File: config.mk
export PLATFORM = sky130hd
export DESIGN_NAME = axi_rd_arbiter
export DESIGN_NICKNAME = d
export VERILOG_FILES = /design/src/rtl/axi_rd_arbiter.sv
export SDC_FILE = /design/constraint.sdc
export NUM_CORES = 1
export LEC_CHECK = 0
export CAP_MARGIN = 25
export CORE_AREA = 2 2 113 115
export DETAILED_ROUTE_END_ITERATION = 10
export DIE_AREA = 0 0 115 117
export GPL_TIMING_DRIVEN = 1
export MAX_ROUTING_LAYER = met4
export PLACE_DENSITY = 0.7
export SYNTH_ARGS = -nofsm -noshare
export SYNTH_HDL_FRONTEND = slang
export SYNTH_SLANG_ARGS = --single-unit
File: constraint.sdc
create_clock -name clk -period 2.5 [get_ports clk]
set_input_delay 0.375 -clock clk [delete_from_list [all_inputs] [get_ports clk]]
set_output_delay 0.375 -clock clk [all_outputs]
set_load 0.02 [all_outputs]
File: src/rtl/axi_rd_arbiter.sv
`default_nettype none
// ============================================================================
// axi_rd_arbiter: round-robin arbiter sharing one AXI4 read port between the
// instruction-side (port 0) and data-side (port 1) masters, one burst in flight.
// Revision: 1.0
// ============================================================================
module axi_rd_arbiter #(
    parameter int ADDR_W = 32,
    parameter int DATA_W = 32,
    parameter int ID_W   = 4
) (
    input  logic              clk,
    input  logic              reset,

    input  logic [ID_W-1:0]   s0_arid,
    input  logic [ADDR_W-1:0] s0_araddr,
    input  logic [7:0]        s0_arlen,
    input  logic [2:0]        s0_arsize,
    input  logic [1:0]        s0_arburst,
    input  logic [3:0]        s0_arcache,
    input  logic              s0_arvalid,
    output logic              s0_arready,
    output logic [ID_W-1:0]   s0_rid,
    output logic [DATA_W-1:0] s0_rdata,
    output logic [1:0]        s0_rresp,
    output logic              s0_rlast,
    output logic              s0_rvalid,
    input  logic              s0_rready,

    input  logic [ID_W-1:0]   s1_arid,
    input  logic [ADDR_W-1:0] s1_araddr,
    input  logic [7:0]        s1_arlen,
    input  logic [2:0]        s1_arsize,
    input  logic [1:0]        s1_arburst,
    input  logic [3:0]        s1_arcache,
    input  logic              s1_arvalid,
    output logic              s1_arready,
    output logic [ID_W-1:0]   s1_rid,
    output logic [DATA_W-1:0] s1_rdata,
    output logic [1:0]        s1_rresp,
    output logic              s1_rlast,
    output logic              s1_rvalid,
    input  logic              s1_rready,

    output logic [ID_W-1:0]   m_arid,
    output logic [ADDR_W-1:0] m_araddr,
    output logic [7:0]        m_arlen,
    output logic [2:0]        m_arsize,
    output logic [1:0]        m_arburst,
    output logic [3:0]        m_arcache,
    output logic              m_arvalid,
    input  logic              m_arready,
    input  logic [ID_W-1:0]   m_rid,
    input  logic [DATA_W-1:0] m_rdata,
    input  logic [1:0]        m_rresp,
    input  logic              m_rlast,
    input  logic              m_rvalid,
    output logic              m_rready,

    output logic              err_len,
    output logic              busy
);

    localparam logic [1:0] S_IDLE = 2'd0;
    localparam logic [1:0] S_ADDR = 2'd1;
    localparam logic [1:0] S_DATA = 2'd2;

    logic [1:0]        r_state;
    logic [1:0]        w_state_nxt;

    logic              r_grant;
    logic              r_last_grant;
    logic [7:0]        r_beat_cnt;
    logic              r_err_len;

    logic [ID_W-1:0]   r_m_arid;
    logic [ADDR_W-1:0] r_m_araddr;
    logic [7:0]        r_m_arlen;
    logic [2:0]        r_m_arsize;
    logic [1:0]        r_m_arburst;
    logic [3:0]        r_m_arcache;
    logic              r_m_arvalid;

    logic              w_req_any;
    logic              w_win;
    logic              w_ar_take;
    logic              w_ar_done;
    logic              w_beat;
    logic              w_beat_last;

    logic [ID_W-1:0]   w_sel_arid;
    logic [ADDR_W-1:0] w_sel_araddr;
    logic [7:0]        w_sel_arlen;
    logic [2:0]        w_sel_arsize;
    logic [1:0]        w_sel_arburst;
    logic [3:0]        w_sel_arcache;

    // Incoming ID MSBs are overwritten by the port index; returned MSB is ignored.
    logic              w_unused_id_msbs;
    assign w_unused_id_msbs = ^{m_rid[ID_W-1], s0_arid[ID_W-1], s1_arid[ID_W-1]};

    // Tie goes to the port that did not win last; a lone requester always wins.
    always_comb begin
        if (s0_arvalid && s1_arvalid) begin
            w_win = ~r_last_grant;
        end else begin
            w_win = s1_arvalid;
        end
    end

    assign w_req_any   = s0_arvalid | s1_arvalid;
    assign w_ar_take   = (r_state == S_IDLE) & w_req_any;
    assign w_ar_done   = (r_state == S_ADDR) & m_arready;
    assign w_beat      = (r_state == S_DATA) & m_rvalid & m_rready;
    assign w_beat_last = w_beat & m_rlast;

    always_comb begin
        if (w_win) begin
            w_sel_arid    = s1_arid;
            w_sel_araddr  = s1_araddr;
            w_sel_arlen   = s1_arlen;
            w_sel_arsize  = s1_arsize;
            w_sel_arburst = s1_arburst;
            w_sel_arcache = s1_arcache;
        end else begin
            w_sel_arid    = s0_arid;
            w_sel_araddr  = s0_araddr;
            w_sel_arlen   = s0_arlen;
            w_sel_arsize  = s0_arsize;
            w_sel_arburst = s0_arburst;
            w_sel_arcache = s0_arcache;
        end
    end

    always_ff @(posedge clk) begin
        if (reset) begin
            r_state <= S_IDLE;
        end else begin
            r_state <= w_state_nxt;
        end
    end

    always_comb begin
        w_state_nxt = r_state;
        case (r_state)
            S_IDLE:  if (w_req_any)   w_state_nxt = S_ADDR;
            S_ADDR:  if (m_arready)   w_state_nxt = S_DATA;
            S_DATA:  if (w_beat_last) w_state_nxt = S_IDLE;
            default: w_state_nxt = S_IDLE;
        endcase
    end

    always_comb begin
        s0_arready = 1'b0;
        s1_arready = 1'b0;
        s0_rvalid  = 1'b0;
        s1_rvalid  = 1'b0;
        m_rready   = 1'b0;
        busy       = (r_state != S_IDLE);
        case (r_state)
            S_IDLE: begin
                s0_arready = w_req_any & ~w_win;
                s1_arready = w_req_any & w_win;
            end
            S_DATA: begin
                if (r_grant) begin
                    s1_rvalid = m_rvalid;
                    m_rready  = s1_rready;
                end else begin
                    s0_rvalid = m_rvalid;
                    m_rready  = s0_rready;
                end
            end
            default: ;
        endcase
    end

    always_ff @(posedge clk) begin
        if (reset) begin
            r_grant      <= 1'b0;
            r_last_grant <= 1'b1;
            r_beat_cnt   <= 8'd0;
            r_err_len    <= 1'b0;
            r_m_arid     <= '0;
            r_m_araddr   <= '0;
            r_m_arlen    <= 8'd0;
            r_m_arsize   <= 3'd0;
            r_m_arburst  <= 2'd0;
            r_m_arcache  <= 4'd0;
            r_m_arvalid  <= 1'b0;
        end else begin
            if (w_ar_take) begin
                r_grant     <= w_win;
                r_m_arid    <= {w_win, w_sel_arid[ID_W-2:0]};
                r_m_araddr  <= w_sel_araddr;
                r_m_arlen   <= w_sel_arlen;
                r_m_arsize  <= w_sel_arsize;
                r_m_arburst <= w_sel_arburst;
                r_m_arcache <= w_sel_arcache;
                r_m_arvalid <= 1'b1;
            end
            if (w_ar_done) begin
                r_m_arvalid  <= 1'b0;
                r_beat_cnt   <= 8'd0;
                r_last_grant <= r_grant;
            end
            // Counter holds beats already taken, so beat index arlen must be the last.
            if (w_beat) begin
                r_beat_cnt <= r_beat_cnt + 8'd1;
                if (m_rlast != (r_beat_cnt == r_m_arlen)) begin
                    r_err_len <= 1'b1;
                end
            end
        end
    end

    assign m_arid    = r_m_arid;
    assign m_araddr  = r_m_araddr;
    assign m_arlen   = r_m_arlen;
    assign m_arsize  = r_m_arsize;
    assign m_arburst = r_m_arburst;
    assign m_arcache = r_m_arcache;
    assign m_arvalid = r_m_arvalid;
    assign err_len   = r_err_len;

    assign s0_rid   = {1'b0, m_rid[ID_W-2:0]};
    assign s0_rdata = m_rdata;
    assign s0_rresp = m_rresp;
    assign s0_rlast = m_rlast;
    assign s1_rid   = {1'b0, m_rid[ID_W-2:0]};
    assign s1_rdata = m_rdata;
    assign s1_rresp = m_rresp;
    assign s1_rlast = m_rlast;

endmodule

`default_nettype wire

==> run_results.csv, run 1 <==
group,metric,value,unit
outcome,status,"completed",
clock_network,clock_tree.htree_level_count,3,
drt,routed-via-count,3154,
sta,rsz0062_at_grt,"false",
sta,finalHoldViolations,0,
power_and_ir_drop,sequentialPowerShare,35.9,%
worst_setup_path,crit_required,2.12,ns
worst_setup_path,timing.critical_path.from_type,"primary input",
worst_setup_path,cp_max_fo,5,
worst_setup_path,cell_breakdown_of_the_critical_path,"clkdlybuf4s50_1 > and3_1 > clkdlybuf4s50_1",
global_routing,first_pass_grt_wire_length,14950,µm
global_routing,grt_start_max_net_pins,76,
sta,skew,0.003658,ns
sta,fin_crit,2.344,ns
run,max_cap_viol_count,0,
synthesis,number_of_enable_flip_flop_cells_after_synthesis,0,
power_and_ir_drop,netSwitchingFraction,27.75,%
power_and_ir_drop,power_frac_comb,27.1,%
clock_network,worst_setup_hold_path_clk_slew,0.05,ns
synthesis,postSynth.asyncResetShare,0,%
power_and_ir_drop,part_of_the_total_power_dissipated_in_the_clock_network,37.0,%
synthesis,ys_seq_elements,66,
worst_setup_path,r2r_cells,4,
finish,fin_nets,631,
power_and_ir_drop,power.net_switching,952.2,µW
die,num_rows,41,
worst_setup_path,critical_path.endpoint_type,"output pin",
power_and_ir_drop,cellInternalPower,2.479,mW
global_routing,gr-usage-all-layers,15.09,%
synthesis,synthesis.area,0.003517,mm²
synthesis,syn-mean-instance-area,9.065,µm²
synthesis,yosys_top_cell_by_area,"sky130_fd_sc_hd__dfxtp_1",
clock_network,cts_tree,"done",
drt,wl,10270,µm
finish,area_growth_syn_to_layout,45.54,%
synthesis,synth.most_common_cell,"sky130_fd_sc_hd__buf_4",
sta,max-slew-margin-rel,57.27,%
drt,drt-met1-wl,3949,µm
synthesis,post_synth_main_area_contributors,"sky130_fd_sc_hd__dfxtp_1 (38%), sky130_fd_sc_hd__buf_4 (18%), sky130_fd_sc_hd__mux2i_1 (11%)",
min_path,worst_hold_path_type,"primary input to flip-flop",
sta,finalSetupTns,0,ns
worst_setup_path,timing.critical_path.slowest_cell_delay,0.66,ns
synthesis,yosysUniqueCellTypes,38,
drt,met3_wirelength,1016,µm
die,die_area,0.01346,mm²
worst_setup_path,worst-endpoint-arrival,1.97,ns
worst_setup_path,criticalPathCategory,"primary input to output pin",
worst_setup_path,critical_path_depth,3,
place,placedCellCount,616,
die,boundaryPins,292,
global_routing,initial_antenna_violation_count,1,
finish,final.fill_count,1224,
die,die_height,117,µm
sta,finalCritPeriodShare,93.75,%
clock_network,sink_count,66,
synthesis,post_synth_most_frequent_cells,"sky130_fd_sc_hd__buf_4 (83), sky130_fd_sc_hd__dfxtp_1 (66), sky130_fd_sc_hd__nor2_1 (58), sky130_fd_sc_hd__mux2i_1 (38), sky130_fd_sc_hd__a211oi_1 (37)",
worst_setup_path,critical_path.top_delay_family,"buffers and inverters",
clock_network,clock_tree.root_cell,"sky130_fd_sc_hd__clkbuf_16",
drt,route.antenna.remaining_nets,0,
min_path,timing.hold.worst_path_depth,3,
die,initial_utilization,28.57,%
power_and_ir_drop,p_per_area,670.3,mW/mm²
die,area_of_the_core,0.01231,mm²
synthesis,commonest_register_cell_after_synthesis,"sky130_fd_sc_hd__dfxtp_1",
sta,layout_setup_ws,0.1563,ns
sta,worst_hold_slack,0.3433,ns
global_routing,first_global_vias,2923,
drt,viasPerCell,4.983,
clock_network,cts.hold.buffers_added,0,
clock_network,post_cts_buffers,0,
finish,final_cell_count_no_fill,633,
sta,fmax,426.7,MHz
place,place.gp.congestion,0.7554,
synthesis,netlist_instances,388,
clock_network,clk-insertion-delay-late,0.33,ns
drt,drc,0,
worst_setup_path,cpMostUsedCell,"sky130_fd_sc_hd__clkdlybuf4s50_1",
worst_setup_path,worst_path_max_delay_cell,"sky130_fd_sc_hd__clkdlybuf4s50_1",
synthesis,area_share_of_the_largest_cell_type_after_synthesis,37.57,%
synthesis,seq_area_frac_synth,37.57,%
power_and_ir_drop,vdd.ir_drop.worst,0.0002961,V
sta,report.final.slew_viol_count,0,
drt,met2_wirelength,5050,µm
finish,post_route_cells_drive_above_1_share,6.432,%
synthesis,synth_warn,0,
drt,detailedRoute.firstIterationViolations,136,
place,detailedPlacementHpwl,7811,µm
sta,report.final.setup_viol,0,
place,place.port_buffers,175,
global_routing,gr-total-overflow,0,
clock_network,clock_tree.buffer_depth,2,
drt,routedWlPerCell,16.22,µm
place,pre_cts_ws,0.1551,ns
power_and_ir_drop,power_leakage,1.882,nW
worst_setup_path,cp_num_buf_inv,2,
drt,topRoutingLayerUsed,"met4",
clock_network,cts_buffers,9,
drt,detail_route.first_pass.iterations,5,
sta,max_slew.worst_pin.slew,0.6409,ns
die,fp.dieW,115,µm
repair_timing:
item / CTS / global route
endpoints found under the setup margin: 0 / 1
gates resized for setup: 0 / 1
endpoints found under the hold margin: 0 / 0
per-layer routing:
layer | track usage [%] | up-vias
li1 | - | 1485
met1 | 16.07 | 1445
met2 | 25.29 | 203
met3 | 4.737 | 21
met4 | 7.871 | 0
met5 | - | -
power groups by stage:
stage               registers [mW]  logic, mW  clock network (mW)
CTS                           1.23      0.940                1.31
global placement              1.25      0.921                   0
floorplan                     1.37      0.510                   0
global route                  1.24      0.998                1.36
detailed placement            1.25      0.938                   0
finish                        1.23      0.929                1.27
worst paths after layout:
check | startpoint | slack (ns) | end
setup reg to reg | r_grant | 0.84 | r_beat_cnt[6]
hold / removal | reset | 0.34 | r_last_grant
setup / recovery | s0_arvalid | 0.16 | s0_arready
hold reg to reg | m_arvalid | 0.48 | m_arvalid
layout by cell type, fill, tap and decap left out, drive strengths merged, types with 3 or more instances in the layout:
master         instances
a222oi                15
clkbuf                14
xnor2                  9
a211oi                37
nand2                  8
inv                    4
nand4                  3
clkdlybuf4s50        174
dfxtp                 66
or4                    3
nand3                  6
mux2i                 38
a21oi                  9
nor2                  58
o21ai                  3
and3                   3
buf                    8
cells by family (layout without fill, tap and decap cells):
family | after synthesis | in the layout | share of synthesized area [%]
adder cells (fa/ha/maj) | 1 | 1 | 0.3557
other | 1 | 3 | 0.1066
XOR/XNOR | 9 | 9 | 2.241
AND/OR/NAND/NOR | 89 | 89 | 11.46
buffers and inverters | 109 | 202 | 20.85
multiplexers | 39 | 39 | 11.24
flip-flops | 66 | 66 | 37.57
AO/OA/AOI/OAI | 74 | 74 | 16.19
area by class of cell:
cell class                 instances  area, µm²  area share [%]
sequential                        66       1321           25.81
tap                              150      187.7           3.667
timing repair buffer             182       1812           35.39
clock buffer                      14      264.0           5.158
clock inverter                     2      35.03          0.6844
inverter                           4      15.01          0.2933
multi-input combinational        214       1481           28.94
antenna                            1      2.502         0.04889
per-stage QoR:
| stage | power, mW | cell area (µm²) | util (%) |
|---|---|---|---|
| 2_1_floorplan | 1.878 | 3521 | - |
| 3_3_place_gp | 2.170 | 4815 | 39.11 |
| 3_5_place_dp | 2.190 | 4815 | 39.11 |
| 4_1_cts | 3.484 | 5114 | 41.53 |
| 5_1_grt | 3.601 | 5119 | 41.58 |
| 6_report | 3.431 | 5119 | 41.58 |
registers in the layout, indices dropped and copies added, names as in the netlist:
signal / cells
m_arcache: 4
m_arsize: 3
r_state: 2
m_arvalid: 1
m_araddr: 32
m_arlen: 8
r_beat_cnt: 8
m_arburst: 2
r_grant: 1
m_arid: 3
r_last_grant: 1
err_len: 1
worst min-delay path, cell delays in order:
cell and delay (ns):
sky130_fd_sc_hd__buf_2 0.10, sky130_fd_sc_hd__inv_1 0.10, sky130_fd_sc_hd__nand2_1 0.07
No activity file was read; power rests on OpenSTA's default activity.
==> inputs of run 2 (changes only) <==
Settings changed: CORE_AREA 2 2 113 115 to 2 2 115 117, DIE_AREA 0 0 115 117 to 0 0 117 119, DONT_BUFFER_PORTS set to 1, GPL_TIMING_DRIVEN 1 to 0, PLACE_DENSITY 0.7 to 0.38, TNS_END_PERCENT set to 20.
==> run 2 against run 1 <==
Wire length decreased by 8.3%. Fmax increased by 7.8%. Final area decreased by 21%. Die area increased by 3.5%. Clock power decreased by 3%. Sequential share of layout area increased by 7.0 points. Sequential power increased by 12%.
==> run_results.csv, run 2 (synthesized netlist as in run 1, its figures left out) <==
group,metric,value,unit
finish,area_growth_syn_to_layout,14.51,%
sta,report.final.setup_viol,0,
min_path,worst_hold_path_type,"primary input to flip-flop",
die,initial_utilization,27.32,%
sta,finalSetupTns,0,ns
sta,finalCritPeriodShare,87.00,%
die,fp.dieW,117,µm
clock_network,cts_tree,"done",
drt,met3_wirelength,950,µm
sta,max-slew-margin-rel,58.05,%
global_routing,first_global_vias,2539,
worst_setup_path,worst-endpoint-arrival,1.80,ns
finish,layout.cells.most_common,"sky130_fd_sc_hd__buf_4",
drt,routedWlPerCell,16.23,µm
drt,routed-via-count,2773,
power_and_ir_drop,power_leakage,1.612,nW
finish,final.fill_count,1385,
clock_network,worst_setup_hold_path_clk_slew,0.05,ns
drt,detail_route.first_pass.iterations,5,
clock_network,cts_buffers,9,
power_and_ir_drop,p_per_area,796.7,mW/mm²
clock_network,post_cts_buffers,0,
global_routing,gr-total-overflow,0,
worst_setup_path,cp_max_fo,10,
drt,detailedRoute.firstIterationViolations,140,
worst_setup_path,crit_required,2.12,ns
drt,route.antenna.remaining_nets,0,
drt,topRoutingLayerUsed,"met4",
clock_network,clk-insertion-delay-late,0.33,ns
finish,most-common-layout-cells,"sky130_fd_sc_hd__buf_4 (83), sky130_fd_sc_hd__dfxtp_1 (66), sky130_fd_sc_hd__nor2_1 (58)",
finish,post_route_cells_drive_above_1_share,26.73,%
sta,report.final.slew_viol_count,0,
outcome,status,"completed",
worst_setup_path,timing.critical_path.from_type,"flip-flop",
global_routing,gr-usage-all-layers,13.50,%
clock_network,clock_tree.htree_level_count,3,
clock_network,clock_tree.root_cell,"sky130_fd_sc_hd__clkbuf_16",
worst_setup_path,criticalPathCategory,"flip-flop to output pin",
die,die_height,119,µm
sta,max_slew.worst_pin.slew,0.6251,ns
global_routing,grt_start_max_net_pins,11,
drt,wl,9411,µm
clock_network,post_cts_resize_count,0,
sta,finalHoldViolations,0,
finish,antenna_cells_inserted,0,
place,placed_area,0.003741,mm²
drt,met2_wirelength,4447,µm
sta,rsz0062_at_grt,"false",
die,boundaryPins,292,
place,detailedPlacementHpwl,7410,µm
run,max_cap_viol_count,0,
global_routing,first_pass_grt_wire_length,13660,µm
place,place.port_buffers,0,
sta,fin_crit,2.175,ns
global_routing,initial_antenna_violation_count,0,
power_and_ir_drop,vdd.ir_drop.worst,0.0003551,V
clock_network,cts.hold.buffers_added,0,
sta,skew,0.007226,ns
finish,flip_flop_count_of_the_largest_register_all_copies_and_words_added,32,
worst_setup_path,reg2reg_setup_slack,0.67,ns
sta,fmax,459.7,MHz
die,area_of_the_core,0.01287,mm²
finish,final_cell_area,0.004028,mm²
worst_setup_path,critical_path.endpoint_type,"output pin",
die,num_rows,42,
die,die_area,0.01392,mm²
drt,drc,0,
drt,viasPerCell,4.781,
finish,fin_nets,554,
clock_network,clock_tree.buffer_depth,2,
drt,drt-met1-wl,3874,µm
place,place.gp.congestion,0.7360,
clock_network,sink_count,66,
==> run 2: changes by cell type in the layout (fill, tap and decap cells not counted), moves of 3 or more <==
| cell | delta |
|---|---|
| sky130_fd_sc_hd__buf_1 | +4 |
| sky130_fd_sc_hd__buf_2 | +3 |
| sky130_fd_sc_hd__buf_4 | +77 |
| sky130_fd_sc_hd__clkdlybuf4s50_1 | -174 |
| sky130_fd_sc_hd__clkbuf_1 | +12 |
==> run 2: critical path, cell delays in order, from the launching register on <==
cell and delay, ns:
sky130_fd_sc_hd__dfxtp_1 0.32, sky130_fd_sc_hd__nor2_1 0.27, sky130_fd_sc_hd__and2_1 0.19, sky130_fd_sc_hd__clkbuf_1 0.33, sky130_fd_sc_hd__buf_2 0.36
==> run 2: report_power, final <==
group | leakage [nW] | switching (mW) | internal [mW]
logic | 0.924 | 0.353 | 0.246
registers | 0.545 | 0.215 | 1.16
clock network | 0.142 | 0.442 | 0.790
total | 1.61 | 1.01 | 2.20
==> run 2: metrics by stage <==
step | utilization, % | hold WS [ns] | power, mW | cells | setup slack, ns
floorplan | - | 0.4539 | 1.878 | 389 | 0.9503
global placement | 29.06 | 0.5139 | 2.010 | 565 | 0.6359
detailed placement | 29.06 | 0.5092 | 2.015 | 565 | 0.6152
CTS | 31.28 | 0.2056 | 3.272 | 580 | 0.3149
global route | 31.28 | 0.2185 | 3.383 | 580 | 0.1742
finish | 31.28 | 0.2193 | 3.209 | 580 | 0.3249
==> run 2: layout make-up <==
class	count	area [µm²]	area share (%)
inverter	4	15.01	0.3728
multi-input combinational	214	1466	36.41
clock buffer	12	246.5	6.120
clock inverter	3	40.04	0.9941
tap	176	220.2	5.468
buffer	105	718.2	17.83
sequential	66	1321	32.81
==> run 2: path summary, 6_finish.rpt <==
| kind | startpoint | end | cells after the start |
|---|---|---|---|
| worst max-delay path | r_state[1] | s1_arready | 4 |
| worst max register to register | r_state[1] | m_araddr[23] | 6 |
| worst min-delay path | s0_arid[0] | m_arid[0] | 2 |
| worst min register to register | r_beat_cnt[6] | r_beat_cnt[6] | 2 |
==> run 2: routing by layer <==
layer	global-route usage (%)	vias up
met2	20.92	178
met1	16.08	1255
met3	4.733	11
met4	5.074	0
li1	-	1329
met5	-	-
